[src/rtl/rf_arbiter.sv]
// rf_arbiter: two-requester arbiter and sequencer for the single-port
// register file. Requester 0 is the SPI-side interface, requester 1 is the
// waveform sequencer's parameter fetch. Each granted access runs through
// IDLE -> ISSUE -> (RDWAIT) -> DONE and ends with a one-cycle ack to its owner.
//
// Optional feature macro: RF_ARB_RR_EN
//   defined   -> round-robin arbitration on ties (pointer resets to "last = 1")
//   undefined -> fixed priority, requester 0 always wins ties
`timescale 1ns/1ps

module rf_arbiter #(
  parameter int ADDR_W   = 8,
  parameter int DATA_W   = 16,
  parameter int RF_DEPTH = 32
) (
  input  logic              sys_clk_i,
  input  logic              sys_rst_i,
  input  logic              req0_i,
  input  logic              req1_i,
  input  logic              we0_i,
  input  logic              we1_i,
  input  logic [ADDR_W-1:0] addr0_i,
  input  logic [ADDR_W-1:0] addr1_i,
  input  logic [DATA_W-1:0] wdata0_i,
  input  logic [DATA_W-1:0] wdata1_i,
  output logic              ack0_o,
  output logic              ack1_o,
  output logic              err_o,
  output logic [DATA_W-1:0] rdata_o,
  output logic              busy_o,
  output logic              rf_re_o,
  output logic              rf_we_o,
  output logic [ADDR_W-1:0] rf_addr_o,
  output logic [DATA_W-1:0] rf_wdata_o,
  input  logic [DATA_W-1:0] rf_rdata_i
);

  typedef enum logic [1:0] {
    IDLE   = 2'd0,
    ISSUE  = 2'd1,
    RDWAIT = 2'd2,
    DONE   = 2'd3
  } state_t;

  // One extra bit so an RF_DEPTH equal to 2**ADDR_W still compares correctly.
  localparam logic [ADDR_W:0] DEPTH_EXT = (ADDR_W+1)'(RF_DEPTH);

  state_t state;

  // Command register: the parts of the granted request still needed after
  // ISSUE. Address and write data live in rf_addr_o/rf_wdata_o, which are
  // loaded at grant so the strobe cycle already sees them.
  logic owner;
  logic cmd_we;
  logic cmd_err;

  logic              grant_valid;
  logic              grant_sel;
  logic              sel_we;
  logic              sel_err;
  logic [ADDR_W-1:0] sel_addr;
  logic [DATA_W-1:0] sel_wdata;

`ifdef RF_ARB_RR_EN
  logic last_grant;

  // Round-robin winner selection: on a tie, the requester not granted last wins.
  always_comb begin
    grant_valid = req0_i | req1_i;
    grant_sel   = 1'b0;
    if (req0_i && req1_i) begin
      grant_sel = ~last_grant;
    end else if (req1_i) begin
      grant_sel = 1'b1;
    end
  end
`else
  // Fixed-priority winner selection: requester 0 wins every tie.
  always_comb begin
    grant_valid = req0_i | req1_i;
    grant_sel   = ~req0_i;
  end
`endif

  // Mux the winning requester's command and range-check its address.
  always_comb begin
    sel_we    = grant_sel ? we1_i    : we0_i;
    sel_addr  = grant_sel ? addr1_i  : addr0_i;
    sel_wdata = grant_sel ? wdata1_i : wdata0_i;
    sel_err   = ({1'b0, sel_addr} >= DEPTH_EXT);
  end

  // Sequencer FSM with all outputs registered; strobes and acks default low
  // so each is a single-cycle pulse.
  always_ff @(posedge sys_clk_i or negedge sys_rst_i) begin
    if (!sys_rst_i) begin
      state      <= IDLE;
      owner      <= 1'b0;
      cmd_we     <= 1'b0;
      cmd_err    <= 1'b0;
      ack0_o     <= 1'b0;
      ack1_o     <= 1'b0;
      err_o      <= 1'b0;
      busy_o     <= 1'b0;
      rf_re_o    <= 1'b0;
      rf_we_o    <= 1'b0;
      rdata_o    <= '0;
      rf_addr_o  <= '0;
      rf_wdata_o <= '0;
`ifdef RF_ARB_RR_EN
      last_grant <= 1'b1;
`endif
    end else begin
      ack0_o  <= 1'b0;
      ack1_o  <= 1'b0;
      err_o   <= 1'b0;
      rf_re_o <= 1'b0;
      rf_we_o <= 1'b0;

      case (state)
        IDLE: begin
          if (grant_valid) begin
            state   <= ISSUE;
            busy_o  <= 1'b1;
            owner   <= grant_sel;
            cmd_we  <= sel_we;
            cmd_err <= sel_err;
            if (!sel_err) begin
              rf_addr_o  <= sel_addr;
              rf_wdata_o <= sel_wdata;
              rf_we_o    <= sel_we;
              rf_re_o    <= ~sel_we;
            end
`ifdef RF_ARB_RR_EN
            last_grant <= grant_sel;
`endif
          end
        end

        ISSUE: begin
          if (cmd_err || cmd_we) begin
            state  <= DONE;
            ack0_o <= ~owner;
            ack1_o <= owner;
            err_o  <= cmd_err;
            if (cmd_err && !cmd_we) begin
              rdata_o <= '0;
            end
          end else begin
            state <= RDWAIT;
          end
        end

        RDWAIT: begin
          state   <= DONE;
          rdata_o <= rf_rdata_i;
          ack0_o  <= ~owner;
          ack1_o  <= owner;
        end

        DONE: begin
          state  <= IDLE;
          busy_o <= 1'b0;
        end

        default: begin
          state  <= IDLE;
          busy_o <= 1'b0;
        end
      endcase
    end
  end

endmodule

[config.mk]
export PLATFORM = sky130hd
export DESIGN_NAME = rf_arbiter
export DESIGN_NICKNAME = d
export VERILOG_FILES = /design/src/rtl/rf_arbiter.sv
export SDC_FILE = /design/constraint.sdc
export NUM_CORES = 1
export LEC_CHECK = 0
export ABC_CLOCK_PERIOD_IN_PS = 2500
export CORE_UTILIZATION = 40
export DETAILED_ROUTE_END_ITERATION = 10
export GPL_TIMING_DRIVEN = 0
export PLACE_DENSITY_LB_ADDON = 0.08
export SLEW_MARGIN = 20
export SYNTH_ARGS = -nofsm -noshare
export SYNTH_HDL_FRONTEND = slang
export SYNTH_SLANG_ARGS = --single-unit
[constraint.sdc]
create_clock -name sys_clk_i -period 2.5 [get_ports sys_clk_i]
set_input_delay 0.375 -clock sys_clk_i [delete_from_list [all_inputs] [get_ports sys_clk_i]]
set_output_delay 0.375 -clock sys_clk_i [all_outputs]
set_load 0.02 [all_outputs]
## Word-level counts from Yosys, hierarchy flattened

Cells that the tools add are included.

- Logic and storage cells: 58
- Flip-flop bits (word level): 51
- Input bits: 70

- Bitwise operators: 5
- Magnitude comparators: 1
- Equal/unequal tests: 6
- Reductions and logical operators: 10
- Mux-type cells: 23

Operators with widths:

| cell | number |
|---|---|
| $mux 16 | 3 |
| $pmux 16 s2 | 1 |
| $mux 1 | 13 |
| $ge 8x6->1 const B | 1 |
| $mux 8 | 1 |
| $pmux 2 s4 | 1 |
| $ne 2x2->1 const B | 3 |
| $pmux 1 s2 | 3 |
| $reduce_and 3->1 | 2 |
| $eq 2x2->1 const B | 2 |
| $not 1->1 | 4 |
| $reduce_and 2->1 | 2 |
| $reduce_bool 2->1 | 2 |
| $eq 2x1->1 const B | 1 |
| $logic_not 2->1 | 1 |
| $mux 2 | 1 |
| $logic_and 1x1->1 | 1 |
| $logic_not 1->1 | 1 |
| $logic_or 1x1->1 | 1 |
| $or 1x1->1 | 1 |

## Logic depth before layout (Yosys ltp)

- Depth in word-level cells: 5
- Mapped depth: 7

## Worst setup path before layout

OpenSTA, ideal clock, no wires.

- Kind: register to register
- Start: reg state[1]
- End: reg rf_wdata_o[0]
- Setup slack: 564 ps
- Stages on the path, launching flop included: 8
- Setup time: 125 ps
- Data arrival time: 1811 ps
- Data required time: 2375 ps
- Path through: dfrtp_1 inv_1 ha_1 clkbuf_1 nand2b_1 o21ai_4 buf_12 mux2_4

- Cells in the longest elaborated chain, start to end: 2

Ends and longest elaborated chain:

| item | line | RTL |
|---|---|---|
| from (decl) | 48 | `state_t state;` |
| from (signal assigned) | 97 | `state <= IDLE;` |
| from (signal assigned) | 123 | `state <= ISSUE;` |
| from (signal assigned) | 142 | `state <= DONE;` |
| $logic_not 2->1 | 120 | `case (state)` |
| $reduce_and 3->1 (no source line) | -- |  |
| to (signal assigned) | 130 | `rf_wdata_o <= sel_wdata;` |
| to (decl) | 34 | `output logic [DATA_W-1:0] rf_wdata_o,` |

No other way between the ends.
A chain may end at the register's enable or synchronous reset.

## Worst setup path in the final report

- Start: reg state[1]
- End: reg rf_wdata_o[15]

Same word-level chain as after synthesis.

==> flow_summary_export.csv <==
group,metric,value,unit
run_status,status,"finished clean",
detailed_routing,route.detailed.drc,0,
grt,track_usage,18.3,%
timing,fin_crit_sh,89.3,%
die,start_util,42.1,%
setup_path,path_class,"reg2reg",
synth,synthCells,197,
cts,numCtsBuffers,5,
detailed_routing,num_vias,1872,
synth,synth_edf_count,0,
setup_path,cp-start-kind,"flip-flop",
cts,clkLatencyLatePin,300,ps
synth,ys_async_sr_fraction,100,%
timing,worst_slew_pin_slew,628,ps
detailed_routing,ant_nets,0,
final_layout,drive_gt1_share,17.3,%
grt,first_global_vias,1931,
detailed_routing,first_iter_violations,65,
timing,slew_headroom,58.1,%
synth,yosysSeqAreaShare,54.0,%
synth,synth.distinct_cells,26,
final_layout,design_area,0.00368,sq mm
place,dp.final_hpwl,4000,um
final_layout,syn_to_final_growth,55.7,%
final_layout,regArea,0.00128,sq mm
die,die_width,78.9,um
cts,cts_resized,0,
setup_path,worstPathMaxFanout,10,
timing,hold_viol,0,
detailed_routing,wirelength,5260,um
timing,fmax,448,MHz
synth,ys_seq_elements,51,
power,combPwrFrac,50.5,%
grt,gr-total-overflow,0,
setup_path,worstPathRequired,2680,ps
cts,cts_root_buffer,"clkbuf_8",
die,core_area,0.00561,sq mm
timing,drv_slew,0,
worst_hold_path,min_path_type,"in2async",
detailed_routing,drtPass1Iterations,4,
die,pin_count,116,
cts,cts_buffer_depth,2,
final_layout,fill_cells,472,
place,placedInstanceArea,0.00359,sq mm
power,swShare,36.7,%
final_layout,antenna_cells,0,
power,p_int,2300,uW
power,pwr-share-seq,36.4,%
timing,skew,6.22,ps
flow_run,drv_cap,0,
timing,period_needed,2230,ps
cts,cts_setup_buffers,0,
synth,synth_area_leader_cell,"dfrtp_1",
synth,syn_avg_cell_area,12.0,sq um
final_layout,multi_input_area,996,sq um
final_layout,layout.nets,392,
setup_path,arrival,2410,ps
grt,antenna_found_initial,0,
grt,grt_max_degree,52,
detailed_routing,routedWlPerCell,13.5,um
power,total_power,3640,uW
detailed_routing,via_per_inst,4.80,
die,rows,27,
timing,rsz0062_at_grt,"no",
cts,clk_pin_slew,90,ps
die,die_h,78.9,um
place,gp_congestion,0.722,
synth,synth.net_count,271,
timing,setup-violations-final,0,
cts,holdBufCountCts,0,
power,power_switching,1330,uW
synth,synth_ff_type,"dfrtp_1",
power,powerDensity,988,mW/mm^2
place,io_buffers,114,
synth,synthTopCellsByArea,"dfrtp_1, mux2_2, mux2_4",
power,clkPwrFrac,13.1,%
synth,ys_warn_count,0,
cts,cts_tree,"done",
setup_path,cp-end-kind,"flip-flop",
power,max-vdd-ir-drop,0.549,mV
cts,ctsHtreeMaxLevel,2,
synth,synth_top_area_share,54.0,%
power,p_leak,0.00155,uW
cts,clock_sinks,51,
timing,tns,0,ps
die,dieArea,0.00622,sq mm
grt,grt_pass1_wl,8830,um
synth,synth_area,0.00236,sq mm
==> cells in the final DEF (no fill, tap or decap), types with 2 or more instances in the layout <==
master           netlist  layout
a21oi_1                3       3
and2_1                 2       2
clkbuf_1               8       8
clkbuf_8               0       6
clkdlybuf4s50_1        0     113
dfrtp_1               51      51
ha_1                   4       4
inv_1                  6       6
mux2_2                29      29
mux2_4                14      14
mux2i_1                2       2
nand2_1               33      33
nor2_1                 9       9
nor2b_1                2       2
o21a_1                 2       2
o21ai_0               20      20
==> cells by family (layout without fill, tap and decap cells) <==
kind of cell / Yosys count / after routing / share of synthesized area, %
buf+inv: 17 / 138 / 3.86
simple gates: 51 / 51 / 9.32
mux: 45 / 45 / 23.6
compound gates: 29 / 29 / 7.15
flops: 51 / 51 / 54.0
fa+ha+maj: 4 / 4 / 2.12
==> worst max-delay path, cell delays in order (launching register included) <==
cell	delay (ps)
dfrtp_1	420
inv_1	110
ha_1	150
clkbuf_1	310
nand2b_1	220
o21ai_4	400
buf_12	200
mux2_4	300
==> flip-flops by register name (all words and copies together) (netlist names) <==
register and count:
ack1_o 1, busy_o 1, cmd_err 1, rdata_o 16, cmd_we 1, rf_re_o 1
rf_addr_o 8, rf_we_o 1, ack0_o 1, state 2, rf_wdata_o 16, err_o 1
owner 1
==> synthesized netlist by cell type, drive strengths merged, types with 2 or more instances <==
cell type	n
dfrtp	51
mux2	43
nand2	33
o21ai	21
nor2	9
clkbuf	8
inv	6
ha	4
a21oi	3
buf	3
and2	2
mux2i	2
nor2b	2
o21a	2
==> layout make-up <==
class	instances	area share, %
plain buffers	11	1.87
clock buffers	6	2.24
clock inverters	1	0.136
inverters	6	0.612
multi-input cells	129	27.1
flip-flops and latches	51	34.7
well taps	72	2.45
repair buffers	114	30.9
==> final timing paths <==
| kind | startpoint | end | slack, ps | cells after the start |
|---|---|---|---|---|
| worst max-delay path | state[1] | rf_wdata_o[15] | 270 | 7 |
| min in group sys_clk_i | owner | ack0_o | 470 | 1 |
| max in group asynchronous | sys_rst_i | rdata_o[11] | 1990 | 1 |
| worst min-delay path | sys_rst_i | rdata_o[3] | 90 | 1 |
| worst max register to register | state[1] | rf_wdata_o[15] | 270 | 7 |
| worst min register to register | owner | ack0_o | 470 | 1 |
==> power by group through the flow <==
stage                     logic (uW)  clock network [uW]  registers, uW
final                           1830                 476           1320
after global routing            1980                 532           1370
after CTS                       1860                 488           1330
after detailed placement        1850                   0           1340
after global placement          1840                   0           1320
after floorplan                  671                   0           1660
==> layer usage <==
metal  up-vias  track usage (%)  routed length [um]
met5         -                0                   0
met4         0             6.00                  99
met3        10             6.32                 422
met2        76             30.2                2480
met1       880             22.5                2260
li1        906                -                   -
==> stage by stage <==
step,util (%),hold WS [ps],worst slack [ps],cells
6_report,65.6,88.4,268,390
5_1_grt,65.6,146,98.9,390
4_1_cts,65.6,123,256,390
3_5_place_dp,64.1,447,-2.77,383
3_3_place_gp,64.1,437,-485,383
2_1_floorplan,-,79.4,564,197
No activity file was read; power rests on OpenSTA's default activity.
